<file path="config.mk">
export PLATFORM = sky130hd
export DESIGN_NAME = bus_dev_fifo
export DESIGN_NICKNAME = d
export VERILOG_FILES = /design/src/rtl/bus_dev_fifo.sv
export SDC_FILE = /design/constraint.sdc
export NUM_CORES = 1
export LEC_CHECK = 0
export BUFFER_PORTS_ARGS = -buffer_cell sky130_fd_sc_hd__buf_4
export CAP_MARGIN = 20
export CORE_ASPECT_RATIO = 0.7
export CORE_MARGIN = 4
export CORE_UTILIZATION = 40
export CTS_CLUSTER_SIZE = 12
export DETAILED_ROUTE_END_ITERATION = 8
export PLACE_DENSITY = 0.63
export SLEW_MARGIN = 20
export SYNTH_ARGS = -nofsm -noshare
export SYNTH_HDL_FRONTEND = slang
export SYNTH_SLANG_ARGS = --single-unit
</file>
<file path="constraint.sdc">
create_clock -name clk -period 5.3 [get_ports clk]
set_clock_uncertainty 0.15 [all_clocks]
set_input_delay 0.265 -clock clk [delete_from_list [all_inputs] [get_ports clk]]
set_output_delay 0.265 -clock clk [all_outputs]
set_load 0.1 [all_outputs]
</file>
<file path="src/rtl/bus_dev_fifo.sv">
// Bus-attached device: a host-to-bus TX FIFO and an address-filtered bus-to-host RX FIFO,
// both first-word-fall-through, with sticky overflow flags and a saturating drop counter.

module bus_dev_fifo_buf #(
    parameter int width = 32,
    parameter int depth = 8
) (
    input  logic                         clk,
    input  logic                         reset,
    input  logic                         wr,
    input  logic [width-1:0]             wdata,
    input  logic                         rd,
    output logic [width-1:0]             head,
    output logic                         nonempty,
    output logic                         full,
    output logic [$clog2(depth+1)-1:0]   count,
    output logic                         wr_drop
);
    localparam int aw = $clog2(depth);
    localparam int cw = $clog2(depth + 1);
    localparam logic [cw-1:0] full_count = cw'(depth);

    logic [width-1:0] mem [depth];
    logic [aw-1:0]    wr_ptr;
    logic [aw-1:0]    rd_ptr;
    logic             rd_ok;
    logic             wr_ok;

    assign nonempty = (count != '0);
    assign full     = (count == full_count);
    // A pop frees a slot in the same edge, so a write to a full FIFO still lands when paired with a pop.
    assign rd_ok    = rd && nonempty;
    assign wr_ok    = wr && (!full || rd_ok);
    assign wr_drop  = wr && !wr_ok;
    assign head     = mem[rd_ptr];

    // NOTE: storage is deliberately not reset; count gates visibility, so stale entries never appear.
    always_ff @(posedge clk) begin
        if (wr_ok) begin
            mem[wr_ptr] <= wdata;
        end
    end

    // NOTE: sequential state uses non-blocking assignments so every register samples pre-edge values.
    always_ff @(posedge clk or negedge reset) begin
        if (!reset) begin
            wr_ptr <= '0;
            rd_ptr <= '0;
            count  <= '0;
        end else begin
            if (wr_ok) wr_ptr <= wr_ptr + 1'b1;
            if (rd_ok) rd_ptr <= rd_ptr + 1'b1;
            case ({wr_ok, rd_ok})
                2'b10:   count <= count + 1'b1;
                2'b01:   count <= count - 1'b1;
                default: ;
            endcase
        end
    end
endmodule

module bus_dev_fifo #(
    parameter int         pckg_sz   = 32,
    parameter int         depth     = 8,
    parameter logic [7:0] id        = 8'h00,
    parameter logic [7:0] broadcast = 8'hFF
) (
    input  logic                        clk,
    input  logic                        reset,
    // bus side
    output logic                        pndng,
    output logic [pckg_sz-1:0]          D_pop,
    input  logic                        pop,
    input  logic                        push,
    input  logic [pckg_sz-1:0]          D_push,
    // host side
    input  logic                        wr_en,
    input  logic [pckg_sz-1:0]          wr_data,
    output logic                        tx_full,
    input  logic                        rd_en,
    output logic [pckg_sz-1:0]          rd_data,
    output logic                        rx_valid,
    output logic [$clog2(depth+1)-1:0]  tx_count,
    output logic [$clog2(depth+1)-1:0]  rx_count,
    // status
    output logic                        tx_ovf,
    output logic                        rx_ovf,
    output logic [7:0]                  drop_cnt,
    input  logic                        err_clr
);
    logic [7:0] dest;
    logic       addr_hit;
    logic       rx_wr;
    logic       filtered;
    logic       tx_drop;
    logic       rx_drop;
    logic       rx_full;

    assign dest     = D_push[pckg_sz-1 -: 8];
    assign addr_hit = (dest == id) || (dest == broadcast);
    assign rx_wr    = push && addr_hit;
    assign filtered = push && !addr_hit;

    bus_dev_fifo_buf #(.width(pckg_sz), .depth(depth)) u_tx (
        .clk      (clk),
        .reset    (reset),
        .wr       (wr_en),
        .wdata    (wr_data),
        .rd       (pop),
        .head     (D_pop),
        .nonempty (pndng),
        .full     (tx_full),
        .count    (tx_count),
        .wr_drop  (tx_drop)
    );

    bus_dev_fifo_buf #(.width(pckg_sz), .depth(depth)) u_rx (
        .clk      (clk),
        .reset    (reset),
        .wr       (rx_wr),
        .wdata    (D_push),
        .rd       (rd_en),
        .head     (rd_data),
        .nonempty (rx_valid),
        .full     (rx_full),
        .count    (rx_count),
        .wr_drop  (rx_drop)
    );

    // A set or increment in the same cycle as err_clr takes priority over the clear.
    always_ff @(posedge clk or negedge reset) begin
        if (!reset) begin
            tx_ovf   <= 1'b0;
            rx_ovf   <= 1'b0;
            drop_cnt <= '0;
        end else begin
            if (tx_drop)      tx_ovf <= 1'b1;
            else if (err_clr) tx_ovf <= 1'b0;

            if (rx_drop)      rx_ovf <= 1'b1;
            else if (err_clr) rx_ovf <= 1'b0;

            if (filtered) begin
                if (drop_cnt != 8'hFF) drop_cnt <= drop_cnt + 1'b1;
            end else if (err_clr) begin
                drop_cnt <= '0;
            end
        end
    end
endmodule

</file>
# --- Word level (Yosys, flattened, before mapping) ---
# Memories as Yosys holds them, arrays and structs flattened.
# Cells that the tools add are included.
word_totals:
  n_memories: 2
  regBits: 30
  mem_bits_rw: 512
  elab_cells: 66
memory_table:
  columns: ["memory", "depth", "word_bits", "rd", "rd_clocked_by_memory_dff", "write_ports", "line_no", "text"]
  rows:
  - ["u_rx.mem", 8, 32, 1, 0, 1, "23", "logic [width-1:0] mem [depth];"]
  - ["u_tx.mem", 8, 32, 1, 0, 1, "23", null]
classes:
  n_reduce_logical: 25
  n_addsub: 9
  mux: 12
  eq_ne: 9
ops:
  columns: ["cell", "count"]
  rows:
  - ["$mux W8", 3]
  - ["$pmux W4 S2", 2]
  - ["$add A3 B1 Y3 const B", 4]
  - ["$reduce_bool A2 Y1", 5]
  - ["$add A4 B1 Y4 const B", 2]
  - ["$add A8 B1 Y8 const B", 1]
  - ["$eq A4 B4 Y1 const B", 2]
  - ["$eq A8 B8 Y1 const B", 1]
  - ["$logic_and A1 B1 Y1", 8]
  - ["$logic_not A8 Y1", 1]
  - ["$ne A8 B8 Y1 const B", 1]
  - ["$reduce_bool A4 Y1", 2]
  - ["$sub A4 B1 Y4 const B", 2]
  - ["$mux W1", 7]
  - ["$logic_not A1 Y1", 5]
  - ["$eq A2 B1 Y1 const B", 2]
  - ["$eq A2 B2 Y1 const B", 2]
  - ["$logic_or A1 B1 Y1", 3]
  - ["$ne A2 B1 Y1 const B", 1]
  - ["$reduce_and A2 Y1", 1]

# --- Depth between registers and ports, before layout ---
# Gate-level depths: netlist (run 1).
depth:
  word_depth: 7
  ltp_mapped: 11
  mapped_depth_nobuf: 11

# --- Modules after synthesis ---
# From an unflattened synthesis (run 1), not the netlist that was laid out.
unflattened:
  cells_unflattened: 937
  hier_area_um2: 21446.8
by_module_without_submodules:
  columns: ["module", "cells_per_inst", "instances", "area_per_inst_um2"]
  rows:
  - ["bus_dev_fifo_buf", 440, 2, 10413.7]
  - ["bus_dev_fifo", 57, 1, 619.3]

# --- Worst setup path before layout (run 1) ---
# No wires, ideal clock.
synth_path:
  path_type: "flip-flop to flip-flop"
  start: "register u_rx.count[0]"
  end: "memory u_rx.mem[1][0], enable pin"
  setup_slack_ps: -201
  required_ps: 4637
  arrival_ps: 4838
  n_path_buf: 0
  period_less_slack_ps: 5501
  path_stages_with_launch: 5
  path_cell_list: "dfrtp_1 nor3_1 nand3b_1 nand2_2 nor4b_1"
synth_between:
  elab_chain_cells: 6
synth_lines:
  columns: ["element", "line_no", "text"]
  rows:
  - ["start: declaration", "16", "output logic [$clog2(depth+1)-1:0] count,"]
  - ["start signal: assignment", "54", "2'b10: count <= count + 1'b1;"]
  - ["start signal: assignment", "55", "2'b01: count <= count - 1'b1;"]
  - ["$eq A4 B4 Y1 / $reduce_bool A4 Y1 (equally long branches)", "30, 29", null]
  - ["$logic_not A1 Y1 / $logic_and A1 B1 Y1 (equally long branches)", "33, 32", null]
  - ["$logic_or A1 B1 Y1 (*)", "33", "assign wr_ok = wr && (!full || rd_ok);"]
  - ["$logic_and A1 B1 Y1 (*)", "33", null]
  - ["$mux W1 (*)", "39", "if (wr_ok) begin"]
  - ["$mux W1 (implied by the code) (*)", "40", "mem[wr_ptr] <= wdata;"]
  - ["end: declaration", "23", null]
# Every way passes the cells marked *; elsewhere a longest branch is shown, timed or not.

# --- Final worst setup path (run 1) ---
layout_path:
  start: "register u_rx.rd_ptr[0]"
  end: "output port rd_data[9]"
layout_between:
  elab_chain_cells: 1
layout_lines:
  columns: ["element", "line_no", "text"]
  rows:
  - ["start: declaration", "25", "logic [aw-1:0] rd_ptr;"]
  - ["start signal: assignment", "52", "if (rd_ok) rd_ptr <= rd_ptr + 1'b1;"]
  - ["$mem_v2 Z8 W32", null, null]
  - ["end: declaration", "81", "output logic [pckg_sz-1:0] rd_data,"]
# Every way passes these cells.

==> flow_summary.yaml, run 1 <==
timing:
  final_max_slew_viol_count: 0
  finalCriticalPeriod_ns: 3.548
  setup_viol: 0
  rsz0062_at_grt: "no"
  tns_ns: 0
  period_share_pct: 66.95
  tightest_slew_ns: 1.001
  hold_violations: 0
  fmax_mhz: 281.8
  relSlewSlack_pct: 33.28
final_layout:
  nets: 1268
  n_antenna_cell: 0
  drive_gt1_share_pct: 38.63
  area_growth_pct: 20.98
  fillCellCount: 4179
  post-route-util_pct: 49.47
  fin_area_sq_um: 25370
worst_setup_path:
  path_common_cell: "buf_4"
  crit_slowest_cell: "dfrtp_4"
  r2r_cells: 10
  reg2reg_slack_ns: 2.45
  crit_path_max_incr_delay_ns: 0.97
  crit_chain: "buf_4 -> mux4_2 -> mux2_2 -> buf_4"
  worstSetupStartpointType: "flip-flop"
  worst-path-max-fanout: 41
  required_ns: 4.89
  end_kind: "primary output"
  path_class: "reg -> out"
  cp.arrival_ns: 3.13
global_routing:
  antenna_found_initial: 0
  grt_max_degree: 45
  grt_overflow: 0
  grt_pass1_wl_um: 65310
  grtUsageTotal_pct: 15.30
  grt_pass1_vias: 10810
clock_tree:
  htreeDepth: 2
  cts_tree: "built"
  clk_path_buf_depth: 3
  post_cts_resize_count: 0
  cts_root_buffer: "clkbuf_16"
  path_clk_slew_ns: 0.06
  clock-sinks: 542
  cts_buffers: 53
  clk_latency_ns: 0.59
yosys:
  yosysUniqueCellTypes: 52
  synth_area_sq_um: 20970
  ys.warnings.count: 0
  async_flop_share_pct: 5.535
  syn_avg_cell_area_sq_um: 22.94
  syn-num-nets: 998
  yosysSeqAreaShare_pct: 76.89
  synth_seq_cells: 542
  synth_flop_cell: "edfxtp_1"
  synth_edf_count: 512
  netlist_instances: 914
floorplan:
  ioPinCount: 156
  initial_core_util_pct: 40.89
  die-height_um: 199.6
  dieArea_sq_um: 56210
  coreArea_sq_um: 51280
  rows: 69
  die_x_um: 281.7
route:
  post-route-drc-count: 0
  wl_um: 41900
  avgRoutedWirePerCell_um: 22.19
  vias: 9881
  drt_first_pass_iters: 5
  first_iter_violations: 691
  antenna_left: 0
  viasPerCell: 5.234
min_path:
  hold_class: "in -> reg"
  hold_depth: 2
placement:
  io_buffer_count: 155
  place_congestion: 0.7436
  postPlaceCellArea_sq_um: 23050
  hpwl_um: 23450
run_status:
  status: "complete, no violations"
run:
  maxCapViolations: 0
-- metrics by stage --
stage	std cells	hold WS (ns)	setup WS, ns
global placement	1729	0.07629	2.313
finish	1888	0.3080	1.752
global route	1888	0.2767	1.475
CTS	1888	0.2481	1.632
detailed placement	1729	0.08018	2.303
floorplan	914	-0.1806	0.1156
-- worst max-delay path: cells and delay by family, from the launching register on --
kind,cells,cell delay [ns]
multiplexers,2,0.84
flip-flops,1,0.97
buffers and inverters,2,0.70
-- per-layer routing --
layer	vias to the layer above	GRT usage (%)	routed length [um]
li1	4353	-	-
met1	5285	22.13	19380
met2	177	24.47	20130
met3	66	2.429	1533
met4	0	4.236	855
met5	-	0	0
-- layout make-up --
class | count | area, sq um | share of cell area [%]
clock buffers | 74 | 1415 | 5.578
clock inverters | 11 | 157.7 | 0.6214
inverters | 14 | 52.55 | 0.2071
multi-input cells | 319 | 4664 | 18.39
flip-flops and latches | 542 | 16140 | 63.60
well taps | 674 | 843.3 | 3.324
repair buffers | 254 | 2102 | 8.285
-- registers in the layout, indices dropped and copies added, names as in the netlist --
signal,cells
u_tx.wr_ptr,3
u_rx.rd_ptr,3
u_rx.wr_ptr,3
drop_cnt,8
u_tx.count,4
u_rx.mem,256
u_tx.mem,256
tx_ovf,1
u_tx.rd_ptr,3
rx_ovf,1
u_rx.count,4
-- repair_timing --
action | 4_1_cts | 5_1_grt
hold buffers | 74 | 0
endpoints found under the hold margin | 559 | 0
buffers inserted | 0 | 0
-- cell families after synthesis --
group | Yosys count | share of synthesized area [%]
flip-flops | 542 | 76.89
multiplexers | 199 | 17.54
AND/OR/NAND/NOR | 73 | 2.058
buffers and inverters | 53 | 1.402
AO/OA/AOI/OAI | 19 | 0.6324
XOR/XNOR | 15 | 0.6264
adder cells (fa/ha/maj) | 13 | 0.8472
-- synthesized netlist by cell type (3+ instances only) --
| cell type | count | share of area, % |
|---|---|---|
| nor2_1 | 11 | 0.20 |
| and3_1 | 4 | 0.12 |
| xor2_1 | 4 | 0.17 |
| clkbuf_1 | 17 | 0.30 |
| inv_1 | 13 | 0.23 |
| dfrtp_1 | 30 | 3.6 |
| ha_1 | 11 | 0.66 |
| edfxtp_1 | 512 | 73 |
| mux4_2 | 128 | 14 |
| o21ai_0 | 3 | 0.072 |
| mux2i_1 | 3 | 0.14 |
| and2_1 | 3 | 0.090 |
| nand3_1 | 5 | 0.12 |
| nor3_1 | 8 | 0.19 |
| nand2_1 | 18 | 0.32 |
| buf_6 | 11 | 0.59 |
| buf_1 | 5 | 0.090 |
| a21oi_1 | 3 | 0.072 |
| xnor2_1 | 11 | 0.46 |
| mux2_2 | 67 | 3.6 |
| buf_2 | 4 | 0.095 |
-- layout by cell type, fill, tap and decap left out, types with 3 or more instances in the layout --
master,count
o21ai_0,3
xnor2_1,11
clkbuf_16,53
clkbuf_1,20
nor2_1,4
nor4_2,3
and3_1,4
dlygate4sd3_1,73
mux2_2,67
nor2_4,7
nand2_1,18
mux4_2,128
mux2i_1,3
and2_1,3
buf_4,180
dfrtp_1,26
ha_1,11
edfxtp_1,512
nor3_2,4
clkinv_1,3
nand3_1,5
xor2_1,4
a21oi_1,3
inv_1,13
nor3_1,4
-- final timing paths --
check                                      startpoint                    endpoint
hold reg to reg             u_tx.count[3]$_DFFE_PN0P_   u_tx.count[3]$_DFFE_PN0P_
hold / removal                            wr_data[24]   u_tx.mem[2][24]$_DFFE_PP_
setup reg to reg            u_rx.count[0]$_DFFE_PN0P_   u_rx.count[3]$_DFFE_PN0P_
min in group asynchronous                       reset  u_tx.rd_ptr[2]$_DFFE_PN0P_
setup / recovery           u_rx.rd_ptr[0]$_DFFE_PN0P_                  rd_data[9]
max in group asynchronous                       reset  u_rx.rd_ptr[0]$_DFFE_PN0P_
Power of run 1 is not shown: default switching activity piles up to over one toggle a cycle in this logic, so the estimate is an artifact.
==> inputs of run 2 (changes only) <==
clock period = 3.4 ns   (was 5.3 ns; I/O delays follow)
==> flow_summary.yaml, run 2 (synthesis gave the netlist of run 1 again) <==
global_routing:
  grt_pass1_wl_um: 64430
  antenna_found_initial: 0
  grt_pass1_vias: 10640
  grtUsageTotal_pct: 15.19
  grt_overflow: 0
  grt_max_degree: 67
min_path:
  hold_class: "in -> reg"
  whs_endpoint: "u_rx.mem[3][21]$_DFFE_PP_"
  min_from: "D_push[21]"
  hold_depth: 2
run_status:
  status: "complete, no violations"
floorplan:
  ioPinCount: 156
  initial_core_util_pct: 40.89
  die_x_um: 281.7
  coreArea_sq_um: 51280
  rows: 69
  die-height_um: 199.6
  dieArea_sq_um: 56210
clock_tree:
  clk_latency_ns: 0.59
  cts_tree: "built"
  clk_path_buf_depth: 3
  htreeDepth: 2
  cts_root_buffer: "clkbuf_16"
  clock-sinks: 542
  cts_buffers: 54
  path_clk_slew_ns: 0.06
final_layout:
  instances_no_fill: 1898
  fillCellCount: 4098
  drive_gt1_share_pct: 39.30
  final_common_cell: "edfxtp_1"
  n_antenna_cell: 0
  nets: 1275
  layout_common_cells: "edfxtp_1 (512), buf_4 (176), mux4_2 (128)"
  area_growth_pct: 22.42
  reg_top3: "u_rx.mem: 256 flops, u_tx.mem: 256 flops, drop_cnt: 8 flops"
timing:
  setup_viol: 0
  setup_ws_ns: 0.3800
  finalCriticalPeriod_ns: 3.020
  fmax_mhz: 331.1
  tns_ns: 0
  period_share_pct: 88.82
  hold_violations: 0
  rsz0062_at_grt: "no"
  relSlewSlack_pct: 49.66
  final_max_slew_viol_count: 0
  tightest_slew_ns: 0.7551
route:
  post-route-drc-count: 0
  first_iter_violations: 650
  drt_first_pass_iters: 6
  vias: 9827
  wl_um: 42140
  antenna_left: 0
  avgRoutedWirePerCell_um: 22.20
  viasPerCell: 5.178
run:
  maxCapViolations: 0
worst_setup_path:
  worst-path-max-fanout: 40
  cp.arrival_ns: 2.70
  required_ns: 3.08
  worstSetupStartpointType: "flip-flop"
  r2r_start: "u_tx.count[0]$_DFFE_PN0P_"
  end_kind: "primary output"
  reg2reg_slack_ns: 0.64
  path_class: "reg -> out"
  r2r_cells: 11
  r2r_end: "u_tx.count[3]$_DFFE_PN0P_"
placement:
  hpwl_um: 24360
  dp_slack_ns: 0.5763
  place_congestion: 0.7400
  dp_cells: 1735
  io_buffer_count: 155
run 2: cell types whose count changed in the layout (fill, tap and decap cells not counted), sizes merged:
cell and change:
buf +6, clkbuf +2, inv +1, bufinv +1
run 2: what timing repair did:
action                                 4_1_cts  5_1_grt
gates resized for setup                      0        0
setup buffers                                0        0
endpoints found under the hold margin      562        0
hold buffers                                74        0
run 2: how the worst max path moves through the flow:
| stage | startpoint | end | slack [ns] | cells after the start |
|---|---|---|---|---|
| after CTS | u_tx.rd_ptr[0]$_DFFE_PN0P_ | D_pop[10] | 0.28 | 4 |
| after global routing | u_rx.rd_ptr[0]$_DFFE_PN0P_ | rd_data[31] | 0.22 | 4 |
| after global placement | D_push[28] | u_rx.count[3]$_DFFE_PN0P_ | 0.68 | 12 |
| final | u_tx.rd_ptr[0]$_DFFE_PN0P_ | D_pop[10] | 0.38 | 4 |
| after detailed placement | D_push[28] | u_rx.count[3]$_DFFE_PN0P_ | 0.58 | 12 |
| after floorplan | u_rx.count[0]$_DFFE_PN0P_ | u_rx.mem[1][0]$_DFFE_PP_ | -0.52 | 4 |
run 2: through the flow:
stage	hold WS, ns	util [%]	cell area, sq um
global placement	0.005273	45.37	23270
floorplan	-0.2756	-	21060
detailed placement	0.004742	45.37	23270
finish	0.1921	50.06	25670
global route	0.1639	50.06	25670
CTS	0.1465	50.06	25670
run 2: layout make-up:
| cell class | count | area [sq um] | area share [%] |
|---|---|---|---|
| Inverter | 14 | 52.55 | 0.2047 |
| Timing Repair Buffer | 260 | 2272 | 8.850 |
| Tap cell | 674 | 843.3 | 3.285 |
| Clock inverter | 13 | 181.4 | 0.7067 |
| Clock buffer | 76 | 1474 | 5.741 |
| Multi-Input combinational cell | 319 | 4715 | 18.36 |
| Sequential cell | 542 | 16140 | 62.85 |
run 2: metal layers:
metal / GRT usage [%] / up-vias / wire length (um)
met3: 2.897 / 61 / 1791
met2: 24.18 / 183 / 20460
met4: 4.087 / 0 / 793
li1: - / 4375 / -
met5: 0 / - / 0
met1: 21.82 / 5208 / 19100
run 2: critical path, stage by stage, from the launching register on:
cell and delay, ns:
dfrtp_4 0.62, buf_12 0.36, mux4_2 0.55, mux2_2 0.30
buf_4 0.24
Power of run 2 is left out for the same reason.
